File: src/rtl/hyper_pkg.sv
// Shared types and constants for the HyperBus config-port arbiter.
package hyper_pkg;

  typedef enum logic [1:0] {
    IDLE     = 2'd0,
    OWNED    = 2'd1,
    WAIT_EOT = 2'd2
  } hyper_arb_state_e;

  localparam logic [4:0] HYPER_TRIG_ADDR = 5'h0A;

  function automatic int unsigned hyper_max(input int unsigned a, input int unsigned b);
    return (a > b) ? a : b;
  endfunction

endpackage

File: src/rtl/hyper_arb_timeout_cnt.sv
// Loadable saturating cycle counter; hit_o flags the cycle whose count reaches limit_i.
module hyper_arb_timeout_cnt #(
  parameter int unsigned CNT_W = 8
) (
  input  logic             clk_i,
  input  logic             rstn_i,
  input  logic             clr_i,
  input  logic             en_i,
  input  logic             load_i,
  input  logic [CNT_W-1:0] load_val_i,
  input  logic [CNT_W-1:0] limit_i,
  output logic             hit_o
);

  logic [CNT_W-1:0] cnt_q, cnt_d;
  logic [CNT_W:0]   cnt_inc;

  assign cnt_inc = {1'b0, cnt_q} + {{CNT_W{1'b0}}, 1'b1};

  always_comb begin
    cnt_d = cnt_q;
    if (clr_i) begin
      cnt_d = '0;
    end else if (load_i) begin
      cnt_d = load_val_i;
    end else if (en_i && (cnt_q != {CNT_W{1'b1}})) begin
      cnt_d = cnt_inc[CNT_W-1:0];
    end
  end

  // Hit is raised one cycle early so the registered pulse lands exactly on the limit.
  assign hit_o = en_i && (cnt_inc >= {1'b0, limit_i});

  always_ff @(posedge clk_i or negedge rstn_i) begin
    if (!rstn_i) begin
      cnt_q <= '0;
    end else begin
      cnt_q <= cnt_d;
    end
  end

endmodule

File: src/rtl/udma_hyper_cfg_arbiter.sv
// Locks the HyperBus uDMA config port to one of two requesters until its transfer
// ends (or times out) and routes the end-of-transfer event back to that owner only.
module udma_hyper_cfg_arbiter
  import hyper_pkg::*;
#(
  parameter logic [4:0]  TRIG_ADDR = HYPER_TRIG_ADDR,
  parameter int unsigned IDLE_TO   = 1024,
  parameter int unsigned EOT_TO    = 65536
) (
  input  logic             sys_clk_i,
  input  logic             rstn_i,
  input  logic [1:0]       req_valid_i,
  input  logic [1:0][4:0]  req_addr_i,
  input  logic [1:0][31:0] req_data_i,
  input  logic [1:0]       req_rwn_i,
  output logic [1:0]       req_ready_o,
  output logic [1:0][31:0] req_data_o,
  output logic [1:0]       req_eot_o,
  output logic [1:0]       req_err_o,
  output logic             cfg_valid_o,
  output logic [4:0]       cfg_addr_o,
  output logic [31:0]      cfg_data_o,
  output logic             cfg_rwn_o,
  input  logic             cfg_ready_i,
  input  logic [31:0]      cfg_data_i,
  input  logic             evt_eot_i,
  output logic [1:0]       owner_o
);

  localparam int unsigned      CNT_W    = $clog2(hyper_max(IDLE_TO, EOT_TO)) + 1;
  localparam logic [CNT_W-1:0] IDLE_LIM = CNT_W'(IDLE_TO);
  localparam logic [CNT_W-1:0] EOT_LIM  = CNT_W'(EOT_TO);

  hyper_arb_state_e state_q, state_d;
  logic             owner_q, owner_d;
  logic             last_q, last_d;
  logic [1:0]       eot_q, eot_d;
  logic [1:0]       err_q, err_d;

  logic             cnt_clr, cnt_en, cnt_hit;
  logic [CNT_W-1:0] cnt_limit;
  logic [1:0]       owner_mask;
  logic             hs, trig;

  assign owner_mask = owner_q ? 2'b10 : 2'b01;
  assign hs   = (state_q == OWNED) && req_valid_i[owner_q] && cfg_ready_i;
  assign trig = hs && !req_rwn_i[owner_q] && (req_addr_i[owner_q] == TRIG_ADDR);

  hyper_arb_timeout_cnt #(
    .CNT_W(CNT_W)
  ) u_timeout_cnt (
    .clk_i     (sys_clk_i),
    .rstn_i    (rstn_i),
    .clr_i     (cnt_clr),
    .en_i      (cnt_en),
    .load_i    (1'b0),
    .load_val_i({CNT_W{1'b0}}),
    .limit_i   (cnt_limit),
    .hit_o     (cnt_hit)
  );

  always_ff @(posedge sys_clk_i or negedge rstn_i) begin
    if (!rstn_i) begin
      state_q <= IDLE;
      owner_q <= 1'b0;
      last_q  <= 1'b1;
      eot_q   <= 2'b00;
      err_q   <= 2'b00;
    end else begin
      state_q <= state_d;
      owner_q <= owner_d;
      last_q  <= last_d;
      eot_q   <= eot_d;
      err_q   <= err_d;
    end
  end

  always_comb begin
    state_d   = state_q;
    owner_d   = owner_q;
    last_d    = last_q;
    eot_d     = 2'b00;
    err_d     = 2'b00;
    cnt_clr   = 1'b0;
    cnt_en    = 1'b0;
    cnt_limit = IDLE_LIM;
    unique case (state_q)
      IDLE: begin
        cnt_clr = 1'b1;
        if (|req_valid_i) begin
          // On a tie the requester that did not own the port last time wins.
          owner_d = (&req_valid_i) ? ~last_q : ~req_valid_i[0];
          state_d = OWNED;
        end
      end
      OWNED: begin
        if (hs) begin
          cnt_clr = 1'b1;
          if (trig) state_d = WAIT_EOT;
        end else begin
          cnt_en = 1'b1;
          if (cnt_hit) begin
            err_d   = owner_mask;
            last_d  = owner_q;
            state_d = IDLE;
          end
        end
      end
      WAIT_EOT: begin
        cnt_en    = 1'b1;
        cnt_limit = EOT_LIM;
        if (evt_eot_i) begin
          eot_d   = owner_mask;
          last_d  = owner_q;
          state_d = IDLE;
        end else if (cnt_hit) begin
          err_d   = owner_mask;
          last_d  = owner_q;
          state_d = IDLE;
        end
      end
      default: state_d = IDLE;
    endcase
  end

  always_comb begin
    req_ready_o = 2'b00;
    req_data_o  = '0;
    cfg_valid_o = 1'b0;
    cfg_addr_o  = 5'd0;
    cfg_data_o  = 32'd0;
    cfg_rwn_o   = 1'b1;
    owner_o     = (state_q == IDLE) ? 2'b00 : owner_mask;
    if (state_q == OWNED) begin
      cfg_valid_o          = req_valid_i[owner_q];
      cfg_addr_o           = req_addr_i[owner_q];
      cfg_data_o           = req_data_i[owner_q];
      cfg_rwn_o            = req_rwn_i[owner_q];
      req_ready_o[owner_q] = cfg_ready_i;
      req_data_o[owner_q]  = cfg_data_i;
    end
  end

  assign req_eot_o = eot_q;
  assign req_err_o = err_q;

endmodule

File: config.mk
export PLATFORM = sky130hd
export DESIGN_NAME = udma_hyper_cfg_arbiter
export DESIGN_NICKNAME = d
export VERILOG_FILES = /design/src/rtl/hyper_pkg.sv /design/src/rtl/hyper_arb_timeout_cnt.sv /design/src/rtl/udma_hyper_cfg_arbiter.sv
export SDC_FILE = /design/constraint.sdc
export NUM_CORES = 1
export LEC_CHECK = 0
export CAP_MARGIN = 20
export CORE_AREA = 2 2 84 102
export DETAILED_ROUTE_END_ITERATION = 8
export DIE_AREA = 0 0 86 104
export PLACE_DENSITY = 0.87
export REMOVE_ABC_BUFFERS = 1
export SLEW_MARGIN = 5
export SYNTH_ARGS = -nofsm -noshare
export SYNTH_HDL_FRONTEND = slang
export SYNTH_SLANG_ARGS = --single-unit
export TNS_END_PERCENT = 1
File: constraint.sdc
create_clock -name sys_clk_i -period 4.5 [get_ports sys_clk_i]
set_input_delay 0.9 -clock sys_clk_i [delete_from_list [all_inputs] [get_ports sys_clk_i]]
set_output_delay 0.9 -clock sys_clk_i [all_outputs]
set_load 0.05 [all_outputs]
==> impl_metrics.yaml, run 1 <==
clock_tree:
  tritoncts_clock_tree: "built"
  postCtsResizedCells: 0
  insertion_delay_ns: 0.28
  cts_bufs_inserted: 3
  clock_sinks: 25
  post_cts.repair.setup_buffers: 0
  clockRootBuffer: "sky130_fd_sc_hd__clkbuf_8"
  htreeDepth: 1
  cts_hold_buffers_added: 0
  clkSlewWorstSetupHoldPaths_ns: 0.09
  clock_tree.buffer_depth: 2
logic_synthesis:
  synth-main-ff-cell: "sky130_fd_sc_hd__dfrtp_1"
  asyncSetResetFlopFracSynth: 1.00
  ys_types: 43
  syn-mean-instance-area_sq_um: 8.03
  yosysWarningCount: 0
  post_synth_instance_area_sq_um: 2720
  synth-seq-area-share: 0.230
  synthesis.instances: 339
  number_of_enable_type_register_cells_in_the_synthesized_netlist: 0
  synth_seq_cells: 25
routing:
  drtIter0Drc: 124
  via_count: 3333
  routed_wire_length_per_instance_microns: 19.3
  via_per_inst: 5.19
  drt_pass1_iterations: 4
  detail_route.drc_violations: 0
  route.final.wire_length_mm: 12.4
  final_antenna_net_count: 0
sta:
  final.setup_skew_ns: 0.00652
  achievable-frequency_mhz: 268
  period_needed_ns: 3.73
  final-setup-viol-count: 0
  worst-slew-pin-transition_ns: 0.658
  hold_slack_ns: 0.607
  timing_max_transition_violations_final: 0
  fin_setup_tns_ns: 0
  slew_headroom: 0.561
  timing.final.hold_violations: 0
  finalCritPeriodShare: 0.829
  grt_setup_unrepaired: "false"
setup_path:
  path_class: "reg -> out"
  critical_path.max_fanout: 63
  startpoint_type: "flip-flop"
  crit_buf_inv: 2
  crit_path_cell_trace: "nor2b_2, buf_4, and2_1, clkdlybuf4s50_1"
  timing.critical_path.slowest_cell_delay_ns: 0.82
  critPathRequiredTime_ns: 3.60
  cp-end-kind: "primary output"
  critical_path.top_delay_family: "buffers and inverters"
  slowest_stage: "sky130_fd_sc_hd__clkdlybuf4s50_1"
  cp.arrival_ns: 2.83
global_route:
  grt_start_max_net_pins: 76
  gr-total-overflow: 0
  grt_util_all_layers: 0.268
  wire_length_of_the_first_global_routing_pass_mm: 18.6
  via_count_of_the_first_global_routing_pass: 3395
  grt_antenna_before_repair: 2
placement:
  number_of_placed_instances_with_taps_included: 637
  globalplace.congestion: 0.914
  place.port_buffers: 224
  place_hpwl_mm: 10.1
power:
  power_density_nw_per_um2: 686
  power.ir.vdd_worst_uv: 609
  leakage_nw: 2.22
status:
  status: "finished clean"
die:
  standard_cell_core_area_sq_um: 7970
  die-area_sq_um: 8940
  starting_density: 0.341
  die_y_microns: 104
  die_width_microns: 86
  floorplan.io_pins: 225
  floorplan.rows: 36
final_layout:
  post_route_cells_drive_above_1_share: 0.0476
  finish.cell_count_without_fillers: 642
  layout-area-overhead-vs-synth_pct: 86.0
  finish.net_count: 669
worst_hold_path:
  worstHoldPathType: "reg -> reg"
job:
  timing.max_cap.violations: 0
## flip-flops by register name, indices dropped and copies added, names as in the netlist
name                 flops
req_err_o                2
req_eot_o                2
last_q                   1
u_timeout_cnt.cnt_q     17
owner_q                  1
state_q                  2
## worst min-delay path: cells and delay by family, from the launching register on
family | cells | cell delay (ns)
and+or+nand+nor | 1 | 0.08
DFF | 1 | 0.41
muxes | 1 | 0.09
## through the flow
step	utilization	setup slack, ns	area, sq um	power (W)
final	0.635	0.770	5060	0.00347
after global routing	0.635	0.626	5060	0.00363
after CTS	0.635	0.780	5060	0.00348
after detailed placement	0.629	1.03	5010	0.00332
after global placement	0.629	1.02	5010	0.00328
after floorplan	-	0.480	2620	0.00232
## cell usage in the layout, fill, tap and decap left out, types with 2 or more instances in the layout
cell	Yosys	routed
sky130_fd_sc_hd__nand2b_1	4	4
sky130_fd_sc_hd__o31ai_1	2	2
sky130_fd_sc_hd__clkbuf_8	0	3
sky130_fd_sc_hd__nand2_1	14	14
sky130_fd_sc_hd__a21oi_1	3	3
sky130_fd_sc_hd__and3_1	36	36
sky130_fd_sc_hd__nor3_1	4	4
sky130_fd_sc_hd__dfrtp_1	24	23
sky130_fd_sc_hd__mux2i_1	46	46
sky130_fd_sc_hd__clkdlybuf4s50_1	0	221
sky130_fd_sc_hd__and3_2	3	3
sky130_fd_sc_hd__inv_1	5	5
sky130_fd_sc_hd__nor2b_1	40	39
sky130_fd_sc_hd__xnor2_1	5	5
sky130_fd_sc_hd__xor2_1	12	12
sky130_fd_sc_hd__buf_4	1	7
sky130_fd_sc_hd__o21ai_0	3	3
sky130_fd_sc_hd__and2_1	34	34
sky130_fd_sc_hd__nor2_1	33	33
sky130_fd_sc_hd__nand3_1	7	7
sky130_fd_sc_hd__nand4_1	11	11
sky130_fd_sc_hd__ha_1	8	7
## report_power, final
part	switching [W]	total [W]	internal [W]	leakage (nW)
combinational	0.00193	0.00297	0.00104	1.86
sequential	0.000104	0.000360	0.000256	0.339
clock	0.0000812	0.000144	0.0000631	0.0217
## metal layers
metal	global-route usage	part of all wire
met5	0	0.0010
met4	0.0499	0.017
met3	0.161	0.15
met2	0.410	0.43
met1	0.324	0.40
## worst paths after layout
| path | slack, ns | cells after the start | startpoint | to |
|---|---|---|---|---|
| max | 0.77 | 4 | owner_q$_DFFE_PN0P_ | req_data_o[18] |
| min | 0.61 | 2 | u_timeout_cnt.cnt_q[16]$_DFFE_PN0P_ | u_timeout_cnt.cnt_q[16]$_DFFE_PN0P_ |
| max in group asynchronous | 3.23 | 2 | rstn_i | last_q$_DFFE_PN1P_ |
| min reg2reg | 0.61 | 2 | u_timeout_cnt.cnt_q[16]$_DFFE_PN0P_ | u_timeout_cnt.cnt_q[16]$_DFFE_PN0P_ |
| min in group asynchronous | 0.97 | 2 | rstn_i | u_timeout_cnt.cnt_q[4]$_DFFE_PN0P_ |
| max reg2reg | 1.60 | 11 | u_timeout_cnt.cnt_q[0]$_DFFE_PN0P_ | state_q[1]$_DFFE_PN0P_ |
## synthesized netlist by cell type, drive strengths merged (3+ instances only)
cell / count / area [sq um]
mux2i: 46 / 460
nor2b: 40 / 250
and3: 39 / 248
and2: 34 / 213
nor2: 33 / 124
dfrtp: 24 / 601
clkbuf: 17 / 63.8
nand2: 14 / 52.6
nand4: 12 / 90.1
xor2: 12 / 105
buf: 8 / 38.8
ha: 8 / 100
nand3: 7 / 35.0
inv: 5 / 18.8
nor3: 5 / 30.0
xnor2: 5 / 43.8
nand2b: 4 / 25.0
a21oi: 3 / 15.0
o21ai: 3 / 15.0
## final cells by class
class,count,area [sq um]
tap,95,119
multi-input combinational,284,1980
fill,670,2910
antenna,1,2.50
timing repair buffer,228,2260
inverter,5,18.8
clock buffer,3,41.3
sequential,25,631
clock inverter,1,7.51
## kinds of logic (layout without fill, tap and decap cells)
| logic type | Yosys count | in the layout | share of synthesized area |
|---|---|---|---|
| simple gates | 195 | 195 | 0.415 |
| buf+inv | 30 | 237 | 0.0446 |
| xor+xnor | 17 | 17 | 0.0547 |
| mux | 47 | 47 | 0.173 |
| flops | 25 | 25 | 0.230 |
| other cells | 0 | 1 | 0 |
| compound gates | 17 | 17 | 0.0455 |
| fa+ha+maj | 8 | 8 | 0.0368 |
No activity file was read; power rests on OpenSTA's default activity.
==> inputs of run 2 (changes only) <==
- CORE_AREA: 2 2 84 102 -> 2 2 86 105
- DIE_AREA: 0 0 86 104 -> 0 0 88 107
- PLACE_DENSITY: 0.87 -> 0.84
- clock period: 4.5 -> 3.9 ns (I/O delays scaled with it)
==> run 2 against run 1 <==
  * Final area up 7.1%
  * Register-to-register slack worse by 0.64 ns
  * Clock power up 7%
  * Critical path depth up 1
  * Combinational power up 22%
  * Core utilization up 1.2 points
  * Non-clock buffer count unchanged
  * Critical path type unchanged
  * Largest cell class unchanged
  * Highest routed layer is now met4
==> impl_metrics.yaml, run 2 (same netlist as run 1, synthesis figures left out) <==
routing:
  drt_pass1_iterations: 4
  final_antenna_net_count: 0
  route.final.wire_length_mm: 12.6
  drtIter0Drc: 143
  detail_route.drc_violations: 0
  via_per_inst: 5.05
  routed_wire_length_per_instance_microns: 19.0
  via_count: 3357
setup_path:
  cp.arrival_ns: 2.73
  r2r_setup_slk_ns: 0.96
  critPathRequiredTime_ns: 3.12
  path_class: "reg -> out"
  cp-end-kind: "primary output"
  critical_path.max_fanout: 45
  startpoint_type: "flip-flop"
placement:
  place.port_buffers: 224
  place_hpwl_mm: 10.4
  globalplace.congestion: 0.888
die:
  die-area_sq_um: 9420
  die_width_microns: 88
  floorplan.io_pins: 225
  starting_density: 0.325
  floorplan.rows: 37
  standard_cell_core_area_sq_um: 8380
  die_y_microns: 107
global_route:
  wire_length_of_the_first_global_routing_pass_mm: 18.9
  grt.met3_usage: 0.119
  grtUsageMet1: 0.349
  grt_busiest_layer: "met2"
  gr-total-overflow: 0
  via_count_of_the_first_global_routing_pass: 3408
  grt_start_max_net_pins: 87
  grt_antenna_before_repair: 2
  global_route.usage.met2: 0.391
  grt_util_all_layers: 0.264
sta:
  fin_setup_tns_ns: 0
  period_needed_ns: 3.51
  grt_setup_unrepaired: "false"
  hold_slack_ns: 0.592
  timing_max_transition_violations_final: 0
  final.setup_skew_ns: 0.00213
  worst-slew-pin-transition_ns: 1.03
  slew_headroom: 0.312
  timing.final.hold_violations: 0
  final-setup-viol-count: 0
  finalCritPeriodShare: 0.901
  achievable-frequency_mhz: 285
final_layout:
  post_route_cells_drive_above_1_share: 0.103
  largest_reg_flops: 17
  final.fill_count: 696
  layout.cells.most_common_list: "190 x sky130_fd_sc_hd__clkdlybuf4s50_1, 46 x sky130_fd_sc_hd__mux2i_1, 39 x sky130_fd_sc_hd__nor2b_1"
  top_register: "u_timeout_cnt.cnt_q"
  layout-area-overhead-vs-synth_pct: 99.3
  finish.net_count: 669
  mostFrequentLayoutCell: "sky130_fd_sc_hd__clkdlybuf4s50_1"
clock_tree:
  tritoncts_clock_tree: "built"
  clkSlewWorstSetupHoldPaths_ns: 0.08
  clockRootBuffer: "sky130_fd_sc_hd__clkbuf_8"
  insertion_delay_ns: 0.27
  post_cts.repair.setup_buffers: 0
  htreeDepth: 1
  postCtsResizedCells: 0
  clock_tree.buffer_depth: 2
  cts_bufs_inserted: 3
  cts_hold_buffers_added: 0
  clock_sinks: 25
power:
  power_density_nw_per_um2: 782
  power.ir.vdd_worst_uv: 670
  leakage_nw: 2.38
status:
  status: "finished clean"
worst_hold_path:
  worstHoldPathType: "reg -> reg"
job:
  timing.max_cap.violations: 0
## run 2: changes by cell type in the layout (fill, tap and decap cells not counted), sizes merged
cell           change
buf               +31
clkbuf             +1
clkdlybuf4s50     -31
clkinvlp           -1
diode              +1
## run 2: final cells by class
cell class	count	area, sq um	share of cell area
Antenna cell	2	5.00	0.000923
Sequential cell	25	631	0.116
Inverter	5	18.8	0.00346
Timing Repair Buffer	228	2600	0.479
Clock buffer	4	45.0	0.00830
Multi-Input combinational cell	284	1980	0.365
Tap cell	117	146	0.0270
## run 2: per-layer routing
metal / part of all wire / vias to the layer above
li1: - / 1584
met1: 0.43 / 1576
met2: 0.42 / 169
met3: 0.13 / 28
met4: 0.026 / 0
met5: 0 / -
## run 2: through the flow
step	power, W	instance area, sq um	setup WS, ns	util	std cells
after floorplan	0.00267	2620	0.000266	-	314
after global placement	0.00403	5370	0.701	0.641	659
after detailed placement	0.00409	5370	0.688	0.641	659
after CTS	0.00425	5420	0.382	0.647	663
after global routing	0.00444	5420	0.209	0.647	663
final	0.00424	5420	0.386	0.647	665
## run 2: path summary, 6_finish.rpt
path	depth (start not counted)	start	endpoint
max	5	state_q[1]$_DFFE_PN0P_	cfg_data_o[22]
min	2	u_timeout_cnt.cnt_q[1]$_DFFE_PN0P_	u_timeout_cnt.cnt_q[1]$_DFFE_PN0P_
max reg2reg	11	u_timeout_cnt.cnt_q[0]$_DFFE_PN0P_	state_q[0]$_DFFE_PN0P_
min reg2reg	2	u_timeout_cnt.cnt_q[1]$_DFFE_PN0P_	u_timeout_cnt.cnt_q[1]$_DFFE_PN0P_
max in group asynchronous	2	rstn_i	owner_q$_DFFE_PN0P_
min in group asynchronous	1	rstn_i	u_timeout_cnt.cnt_q[1]$_DFFE_PN0P_
## run 2: power by group
group	leakage, nW	internal, W	switching (W)	total, W
registers	0.339	0.000293	0.000175	0.000468
logic	2.02	0.00139	0.00223	0.00362
clock network	0.0228	0.0000731	0.0000806	0.000154
total	2.38	0.00176	0.00248	0.00424
## run 2: worst max-delay path, stage by stage, from the launching register on
cell                              delay [ns]
sky130_fd_sc_hd__dfrtp_1                0.43
sky130_fd_sc_hd__inv_1                  0.10
sky130_fd_sc_hd__ha_2                   0.61
sky130_fd_sc_hd__buf_4                  0.32
sky130_fd_sc_hd__nor2b_1                0.16
sky130_fd_sc_hd__clkdlybuf4s50_1        0.84
